`src/rtl/sram_phase_controller.sv`:
```
// Frame-buffer phase sequencer and port-B arbiter for the pixel SRAM.
// Engine owns port B during PROCESS, with a forced debug slot after STARVE_LIM grants.
module sram_phase_controller #(
  parameter int ADDR_W     = 16,
  parameter int DATA_W     = 8,
  parameter int RD_LAT     = 2,
  parameter int STARVE_LIM = 15
) (
  input  logic              MAX10_CLK1_50,
  input  logic              rst_n,
  input  logic              abort,
  input  logic              load_done,
  input  logic              unload_done,
  input  logic              fn_trigger,
  output logic              eng_start,
  input  logic              eng_done,
  input  logic              eng_req,
  input  logic              eng_we,
  input  logic [ADDR_W-1:0] eng_addr,
  input  logic [DATA_W-1:0] eng_wdata,
  output logic              eng_gnt,
  output logic              eng_rvalid,
  output logic [DATA_W-1:0] eng_rdata,
  input  logic [ADDR_W-1:0] dbg_addr,
  output logic [DATA_W-1:0] dbg_rdata,
  output logic [ADDR_W-1:0] mem_addr_b,
  output logic [DATA_W-1:0] mem_data_b,
  output logic              mem_rden_b,
  output logic              mem_wren_b,
  input  logic [DATA_W-1:0] mem_q_b,
  output logic              load_en,
  output logic              read_en,
  output logic [2:0]        phase,
  output logic [7:0]        frame_cnt
);

  localparam int DCW = $clog2(RD_LAT + 1);
  localparam int SCW = $clog2(STARVE_LIM + 1);

  typedef enum logic [2:0] {
    PH_LOAD    = 3'd0,
    PH_ARMED   = 3'd1,
    PH_PROCESS = 3'd2,
    PH_DRAIN   = 3'd3,
    PH_UNLOAD  = 3'd4
  } phase_t;

  phase_t           ph_q, ph_d;
  logic             fn_q;
  logic [DCW-1:0]   drain_cnt;
  logic [SCW-1:0]   starve_cnt;
  logic             force_dbg, eng_rd, dbg_slot;
  logic [RD_LAT:0]  eng_tag, dbg_tag;

  always_comb begin
    ph_d = ph_q;
    if (abort) ph_d = PH_LOAD;
    else begin
      case (ph_q)
        PH_LOAD:    if (load_done) ph_d = PH_ARMED;
        PH_ARMED:   if (fn_trigger && !fn_q) ph_d = PH_PROCESS;
        PH_PROCESS: if (eng_done) ph_d = PH_DRAIN;
        PH_DRAIN:   if (drain_cnt == DCW'(RD_LAT)) ph_d = PH_UNLOAD;
        PH_UNLOAD:  if (unload_done) ph_d = PH_LOAD;
        default:    ph_d = PH_LOAD;
      endcase
    end
  end

  // abort also withholds the grant so the engine never sees a dropped access as accepted
  assign force_dbg = (starve_cnt == SCW'(STARVE_LIM));
  assign eng_gnt   = (ph_q == PH_PROCESS) && eng_req && !force_dbg && !abort;
  assign eng_rd    = eng_gnt && !eng_we;
  assign dbg_slot  = !eng_gnt && !abort;

  assign phase      = ph_q;
  assign eng_rvalid = eng_tag[RD_LAT];

  always_ff @(posedge MAX10_CLK1_50) begin
    if (!rst_n) begin
      ph_q       <= PH_LOAD;
      fn_q       <= 1'b0;
      eng_start  <= 1'b0;
      load_en    <= 1'b1;
      read_en    <= 1'b0;
      drain_cnt  <= '0;
      starve_cnt <= '0;
      frame_cnt  <= '0;
      mem_addr_b <= '0;
      mem_data_b <= '0;
      mem_rden_b <= 1'b0;
      mem_wren_b <= 1'b0;
      eng_tag    <= '0;
      dbg_tag    <= '0;
      eng_rdata  <= '0;
      dbg_rdata  <= '0;
    end else begin
      ph_q       <= ph_d;
      fn_q       <= fn_trigger;
      eng_start  <= (ph_q == PH_ARMED) && (ph_d == PH_PROCESS);
      load_en    <= (ph_d == PH_LOAD);
      read_en    <= (ph_d == PH_UNLOAD);
      drain_cnt  <= (ph_q == PH_DRAIN && ph_d == PH_DRAIN) ? drain_cnt + DCW'(1) : '0;
      starve_cnt <= eng_gnt ? starve_cnt + SCW'(1) : '0;
      if (!abort && ph_q == PH_UNLOAD && unload_done) frame_cnt <= frame_cnt + 8'd1;

      if (abort) begin
        mem_rden_b <= 1'b0;
        mem_wren_b <= 1'b0;
      end else if (eng_gnt) begin
        mem_addr_b <= eng_addr;
        mem_data_b <= eng_wdata;
        mem_wren_b <= eng_we;
        mem_rden_b <= !eng_we;
      end else begin
        mem_addr_b <= dbg_addr;
        mem_rden_b <= 1'b1;
        mem_wren_b <= 1'b0;
      end

      // last tag stage doubles as eng_rvalid; data is captured one stage earlier
      if (abort) begin
        eng_tag <= '0;
        dbg_tag <= '0;
      end else begin
        eng_tag <= {eng_tag[RD_LAT-1:0], eng_rd};
        dbg_tag <= {dbg_tag[RD_LAT-1:0], dbg_slot};
        if (eng_tag[RD_LAT-1]) eng_rdata <= mem_q_b;
        if (dbg_tag[RD_LAT-1]) dbg_rdata <= mem_q_b;
      end
    end
  end

endmodule
```
`config.mk`:
```
export PLATFORM = sky130hd
export DESIGN_NAME = sram_phase_controller
export DESIGN_NICKNAME = d
export VERILOG_FILES = /design/src/rtl/sram_phase_controller.sv
export SDC_FILE = /design/constraint.sdc
export NUM_CORES = 1
export LEC_CHECK = 0
export BUFFER_PORTS_ARGS = -buffer_cell sky130_fd_sc_hd__buf_4
export CAP_MARGIN = 20
export CELL_PAD_IN_SITES_DETAIL_PLACEMENT = 1
export CELL_PAD_IN_SITES_GLOBAL_PLACEMENT = 2
export CORE_MARGIN = 2
export CORE_UTILIZATION = 26
export DETAILED_ROUTE_END_ITERATION = 16
export GPL_TIMING_DRIVEN = 0
export PLACE_DENSITY_LB_ADDON = 0.1
export SETUP_SLACK_MARGIN = 0.5
export SYNTH_ARGS = -nofsm -noshare
export SYNTH_HDL_FRONTEND = slang
export SYNTH_SLANG_ARGS = --single-unit
```
`constraint.sdc`:
```
create_clock -name MAX10_CLK1_50 -period 2.1 [get_ports MAX10_CLK1_50]
set_clock_uncertainty 0.15 [all_clocks]
set_input_delay 0.21 -clock MAX10_CLK1_50 [delete_from_list [all_inputs] [get_ports MAX10_CLK1_50]]
set_output_delay 0.21 -clock MAX10_CLK1_50 [all_outputs]
set_load 0.02 [all_outputs]
```
==> results.md, run 1 <==
- 86.61% — final cycle utilization of the critical path
- sky130_fd_sc_hd__dfxtp_1 — most used flip-flop cell after synthesis
- 84 — DRT iter0 DRCs
- 300 — number of standard cells after synthesis
- 0.2520 ns — Worst Setup Slack post-DPL
- 0 — total congestion overflow
- 1.819 ns — min Tclk post-route
- 9030 um — routed wire length
- 105.0 um — width of the die
- 46.1% — clock share of power
- 8.838 um^2 — mean area per synthesized cell
- sky130_fd_sc_hd__buf_4 — most frequent standard cell in the layout excluding fill and tap cells
- 360 — synthesized net count
- 11020 um^2 — floorplan die area
- 14610 um — wire length of the first global-routing pass
- 1.74 ns — required time of the worst setup path
- 115 — total I/O pin count
- 38 — Yosys cell types
- 544 — number of nets at the end of the flow
- 14.52 um — average wire length per cell after detail routing
- 0.5898 ns — transition time of the tightest slew-check pin
- 6.418% — mux share of post-synthesis cell area
- 51.34% — sequential-to-total area share from yosys stat
- 8.919% — Synth Area in Compound Gates
- 27.00% — initial core utilization
- 117 x sky130_fd_sc_hd__buf_4, 64 x sky130_fd_sc_hd__nand2_1, 64 x sky130_fd_sc_hd__dfxtp_1 — commonest non-fill, non-tap cells in the layout
- complete, no violations — result of the run
- 0.34 ns — clock latency at the later pin of the worst-skew pair
- 0.7050 mW — switching power of the nets
- 2651 um^2 — cell area after synthesis
- 0 — number of pins exceeding their max-slew limit in the final report
- 0 — Setup-failing EPs final
- buf_6, and4bb_2, nand2_4, nor2_4, buf_6 — sequence of cells on the critical path
- 2.421 mW — Power Internal
- 0 — remaining routing DRC violations
- 3 — largest driver fanout on the critical path
- 22.55% — switching share of power
- 36 — Placement Rows
- sky130_fd_sc_hd__buf_6 — library cell appearing most often on the critical path
- 1.46 ns — CP Data Arrival Time
- 16.55% — total global routing track utilization
- 670.6 nW/um^2 — total power divided by cell area
- 0 — maxcap violations
- 0.08 ns — post-CTS clock slew at the launch and capture registers of the worst setup and hold paths
- 26.71% — basic-gate share of the synthesized area counting and, or, nand and nor cells
- simple AND/OR/NAND/NOR gates — dominant combinational cell family by area after synthesis
- output port — endpoint kind of the worst setup timing path
- 68 — number of synthesized register bits
- 33.95% — fraction of layout instances using a drive strength above 1
- 13 — largest net degree at the start of global routing
- 1.982% — xor/xnor share of the synthesized area
- 2 — number of buffers between clock root and the deepest sink
- built — TritonCTS clock tree
- 105.0 um — die extent in y
- 3008 — via count of the first global-routing pass
- 0 — antenna violations before repair
- 0 — antenna cells
- 0 — yosys synthesis warning count
- 1.416% — adder-cell share of the synthesized area
- 0.2813 ns — post-route setup slack
- 2 — sum of buffers and inverters on the critical path
- 0.0003450 V — maximum ir drop on the vdd rail
- 0.6977 — final estimated routing congestion in global placement
- 3 — H-tree depth
- 9 — Inserted Clock Buffers
- 51.34% — share of Yosys cell area claimed by the top area cell type
- primary input to register — type of the tightest min-delay check
- 11.3% — combinational share of power
- 9819 um^2 — Core Area
- 0 — number of synthesized flops with an enable pin
- register to output port — type of the setup path with the least slack
- 68 — Num Clock Sinks
- sky130_fd_sc_hd__dfxtp_1 51%, sky130_fd_sc_hd__nand2_1 9.2%, sky130_fd_sc_hd__mux2i_1 6.4% — top cells by area, synth
- sky130_fd_sc_hd__clkbuf_8 — CTS root buffer
- 75.84% — Layout area overhead
- 2.029 nW — Leakage Power
- register — startpoint class of the critical path
- sky130_fd_sc_hd__dfxtp_1 — cell taking the most area after synthesis
- 42.6% — Flop pwr share
- 0 — final hold violation count
- 622 — post-layout instance count excluding filler cells
- 47.48% — final core utilization
- 3.126 mW — overall power consumption
- 60.68% — max-slew headroom at the worst pin
- 113 — count of port buffers added during placement
- 2826 — vias post-DR
- 4 — router iterations before antenna repair
- simple AND/OR/NAND/NOR gates — cell class contributing the biggest share of worst-path delay
- 0 ns — setup tns final
- 0.5498 GHz — achievable clock frequency
- 5994 um — final HPWL from detailed placement
- 0 — Routed Antenna Nets
- sky130_fd_sc_hd__and4bb_2 — cell type of the slowest stage on the worst timing path
- yes — unrepaired setup endpoints after global routing
- 4.543 — detail-routed via count per cell
- 546 — Inst Count DP
- 0% — fraction of registers with async set or reset after synthesis
- 0.34 ns — slowest cell delay on critical path
==> stage by stage <==
step | cell area, um^2 | hold slack, ns
3_3_place_gp | 3679 | 0.2556
4_1_cts | 4527 | 0.01580
2_1_floorplan | 2664 | 0.1393
5_1_grt | 4662 | 0.02038
3_5_place_dp | 3679 | 0.2594
6_report | 4662 | 0.03157
==> kinds of logic (layout without fill, tap and decap cells) <==
kind of cell	Yosys count	in the layout
AND/OR/NAND/NOR	144	144
flip-flops	68	68
AO/OA/AOI/OAI	42	42
buffers and inverters	20	209
multiplexers	17	17
XOR/XNOR	6	6
adder cells (fa/ha/maj)	3	3
==> cells in the mapped netlist (all sizes together) (5+ instances only) <==
master  instances
a21oi          14
a31oi          11
and2            8
buf             6
clkbuf          9
dfxtp          68
inv             5
mux2i          17
nand2          66
nand3          21
nor2           20
o21ai          13
==> registers in the layout (all words and copies together) (netlist names), 3 cells and up <==
register and cells:
eng_tag 3, eng_rdata 8, starve_cnt 4, phase 3, mem_addr_b 16, dbg_rdata 8, frame_cnt 8, mem_data_b 8
==> layer usage <==
metal | global-route usage [%] | up-vias | part of all wire [%]
li1 | - | 1387 | -
met5 | 0 | - | 0
met4 | 5.714 | 0 | 1.3
met2 | 29.64 | 77 | 50
met1 | 19.03 | 1350 | 43
met3 | 4.180 | 12 | 5.7
==> worst reg2reg max path: stages (launching register included) <==
cell                      delay (ns)
sky130_fd_sc_hd__dfxtp_2        0.33
sky130_fd_sc_hd__buf_6          0.12
sky130_fd_sc_hd__buf_12         0.12
sky130_fd_sc_hd__nor3b_4        0.32
sky130_fd_sc_hd__nand4_4        0.17
sky130_fd_sc_hd__or3_4          0.35
sky130_fd_sc_hd__a21oi_2        0.12
==> area by class of cell <==
type | count | area, um^2
tap | 133 | 166.4
multi-input combinational | 212 | 1282
buffer | 15 | 93.84
fill | 1185 | 5157
inverter | 5 | 18.77
sequential | 68 | 1366
timing repair buffer | 173 | 1471
clock buffer | 9 | 123.9
clock inverter | 7 | 138.9
==> power groups by stage <==
stage / Clock (mW) / Combinational (mW) / Sequential (mW)
CTS: 1.48 / 0.347 / 1.33
finish: 1.44 / 0.352 / 1.33
global route: 1.54 / 0.383 / 1.34
floorplan: 0 / 0.0775 / 1.39
global placement: 0 / 0.263 / 1.36
detailed placement: 0 / 0.265 / 1.36
==> path summary, 6_finish.rpt <==
path	end	from	slack, ns	cells past startpoint
max	eng_gnt	phase[0]	0.28	5
min	eng_tag[1]	rst_n	0.03	2
max reg2reg	frame_cnt[5]	phase[0]	0.35	6
min reg2reg	drain_cnt[0]	drain_cnt[0]	0.27	1
==> repair_timing <==
item / CTS / global route
buffers inserted: 6 / 4
resized for setup: 9 / 22
pin swaps: 7 / 9
hold buffers: 50 / 0
setup endpoints to repair: 35 / 44
hold endpoints to repair: 44 / 0
cloned: 0 / 0
No activity file was read; power rests on OpenSTA's default activity.
==> inputs of run 2 (changes only) <==
--- a/config.mk
+++ b/config.mk
@@ -9,6 +9,7 @@
 export CAP_MARGIN = 20
 export CELL_PAD_IN_SITES_DETAIL_PLACEMENT = 1
 export CELL_PAD_IN_SITES_GLOBAL_PLACEMENT = 2
+export CORE_ASPECT_RATIO = 0.9
 export CORE_MARGIN = 2
 export CORE_UTILIZATION = 26
 export DETAILED_ROUTE_END_ITERATION = 16
==> run 2 against run 1 <==
Critical endpoint unchanged. Setup slack gained 0.029 ns. Global-route usage shrank 0.31 points. Routed wire length grew 0.89%. Via count shrank 0.74%. Sequential cell count is the same. Sequential power is essentially flat. Worst hold slack lost 0.026 ns. Non-clock buffer count is the same. Register-to-register slack gained 0.04 ns. Combinational power grew 1%. First-iteration DRC count shrank 6.0%. Maximum frequency grew 1.6%.
==> results.md, run 2 (synthesis results as in run 1) <==
- 5 — largest driver fanout on the critical path
- 16 — Largest register FFs
- 0 — Setup-failing EPs final
- 115 — total I/O pin count
- 526 um — routed wire length on met3
- 0 — remaining routing DRC violations
- 110.4 um — width of the die
- sky130_fd_sc_hd__clkbuf_16 — CTS root buffer
- 77.16% — Layout area overhead
- 123 x sky130_fd_sc_hd__buf_4, 64 x sky130_fd_sc_hd__dfxtp_1, 62 x sky130_fd_sc_hd__nand2_1 — commonest non-fill, non-tap cells in the layout
- 1.43 ns — CP Data Arrival Time
- 4697 um^2 — final design area excluding fillers
- sky130_fd_sc_hd__buf_4 — most frequent standard cell in the layout excluding fill and tap cells
- 12 — largest net degree at the start of global routing
- 113 — count of port buffers added during placement
- 51.74% — max-slew headroom at the worst pin
- 657.4 nW/um^2 — total power divided by cell area
- register — startpoint class of the critical path
- 9110 um — routed wire length
- 2 — number of buffers between clock root and the deepest sink
- 9 — Inserted Clock Buffers
- 4.568 — detail-routed via count per cell
- 0.0003484 V — maximum ir drop on the vdd rail
- 3.088 mW — overall power consumption
- 11020 um^2 — floorplan die area
- 0.5586 GHz — achievable clock frequency
- 43.2% — Flop pwr share
- 2.369 mW — Power Internal
- 27.10% — initial core utilization
- 539 — Inst Count DP
- 2.057 nW — Leakage Power
- register to output port — type of the setup path with the least slack
- met4 — top routing layer in use
- 14.84 um — average wire length per cell after detail routing
- 85.25% — final cycle utilization of the critical path
- 4624 um — met2 routed WL
- 68 — Num Clock Sinks
- 0.7239 ns — transition time of the tightest slew-check pin
- 0 — antenna violations before repair
- 99.80 um — die extent in y
- 1.74 ns — required time of the worst setup path
- 23.29% — switching share of power
- 1.790 ns — min Tclk post-route
- 11.6% — combinational share of power
- output port — endpoint kind of the worst setup timing path
- 0.7001 — final estimated routing congestion in global placement
- 0.32 ns — clock latency at the later pin of the worst-skew pair
- 614 — post-layout instance count excluding filler cells
- 0.06 ns — post-CTS clock slew at the launch and capture registers of the worst setup and hold paths
- 79 — DRT iter0 DRCs
- 3888 um — M1 WL
- primary input to register — type of the tightest min-delay check
- 2805 — vias post-DR
- 0 — total congestion overflow
- 0 — maxcap violations
- yes — unrepaired setup endpoints after global routing
- 5918 um — final HPWL from detailed placement
- mem_addr_b — largest reg by FF count
- 0 — Routed Antenna Nets
- 0 — final hold violation count
- 34 — Placement Rows
- 0.7193 mW — switching power of the nets
- complete, no violations — result of the run
- 9784 um^2 — Core Area
- 0 — number of pins exceeding their max-slew limit in the final report
- 2984 — via count of the first global-routing pass
- 4 — router iterations before antenna repair
- 36.89% — fraction of layout instances using a drive strength above 1
- 14530 um — wire length of the first global-routing pass
- 0 ns — setup tns final
- 16.24% — total global routing track utilization
- 0 — antenna cells
- built — TritonCTS clock tree
- 3 — H-tree depth
- 544 — number of nets at the end of the flow
- 3670 um^2 — total placed instance area
- 45.2% — clock share of power
run 2: path summary, 6_finish.rpt:
check / start / endpoint / slack, ns / depth (start not counted)
hold / removal: eng_addr[1] / mem_addr_b[1] / 0.006 / 3
hold reg to reg: starve_cnt[0] / starve_cnt[0] / 0.30 / 1
setup / recovery: phase[0] / eng_gnt / 0.31 / 5
setup reg to reg: phase[0] / mem_addr_b[10] / 0.39 / 8
run 2: repair_timing:
| action | 4_1_cts | 5_1_grt |
|---|---|---|
| endpoints found under the hold margin | 41 | 0 |
| setup endpoints to repair | 32 | 44 |
| hold buffers | 46 | 0 |
| resized for setup | 8 | 33 |
| buffers inserted | 9 | 4 |
| pin swaps | 7 | 11 |
| gates cloned | 0 | 1 |
run 2: routing by layer:
metal  track usage (%)  up-vias
li1                  -     1389
met1             18.42     1327
met2             29.31       82
met3             5.495        7
met4             4.615        0
met5                 0        -
run 2: through the flow:
stage / worst slack (ns) / util (%) / hold WS (ns)
finish: 0.3098 / 48.01 / 0.005753
global route: 0.2529 / 48.01 / 0.01804
CTS: 0.2795 / 46.02 / 0.001284
detailed placement: 0.2513 / 37.51 / 0.2643
global placement: 0.2483 / 37.51 / 0.2589
floorplan: 0.4411 / - / 0.1393
run 2: area by class of cell:
type                       instances  area, um^2
buffer                            15       88.84
clock buffer                      11       252.7
clock inverter                     4       25.02
fill                            1145        5087
inverter                           5       18.77
multi-input combinational        212        1338
sequential                        68        1366
tap                              126       157.7
timing repair buffer             173        1450
run 2: worst max-delay path: stages, from the launching register on:
cell                       delay, ns
sky130_fd_sc_hd__dfxtp_2        0.32
sky130_fd_sc_hd__buf_6          0.12
sky130_fd_sc_hd__and4bb_2       0.34
sky130_fd_sc_hd__nand2_4        0.07
sky130_fd_sc_hd__nor2_4         0.12
sky130_fd_sc_hd__buf_6          0.13
run 2: power groups by stage:
stage	Clock [mW]	Combinational [mW]	Sequential (mW)
floorplan	0	0.0775	1.39
global route	1.50	0.386	1.34
detailed placement	0	0.266	1.36
CTS	1.45	0.342	1.33
global placement	0	0.264	1.36
finish	1.40	0.357	1.33
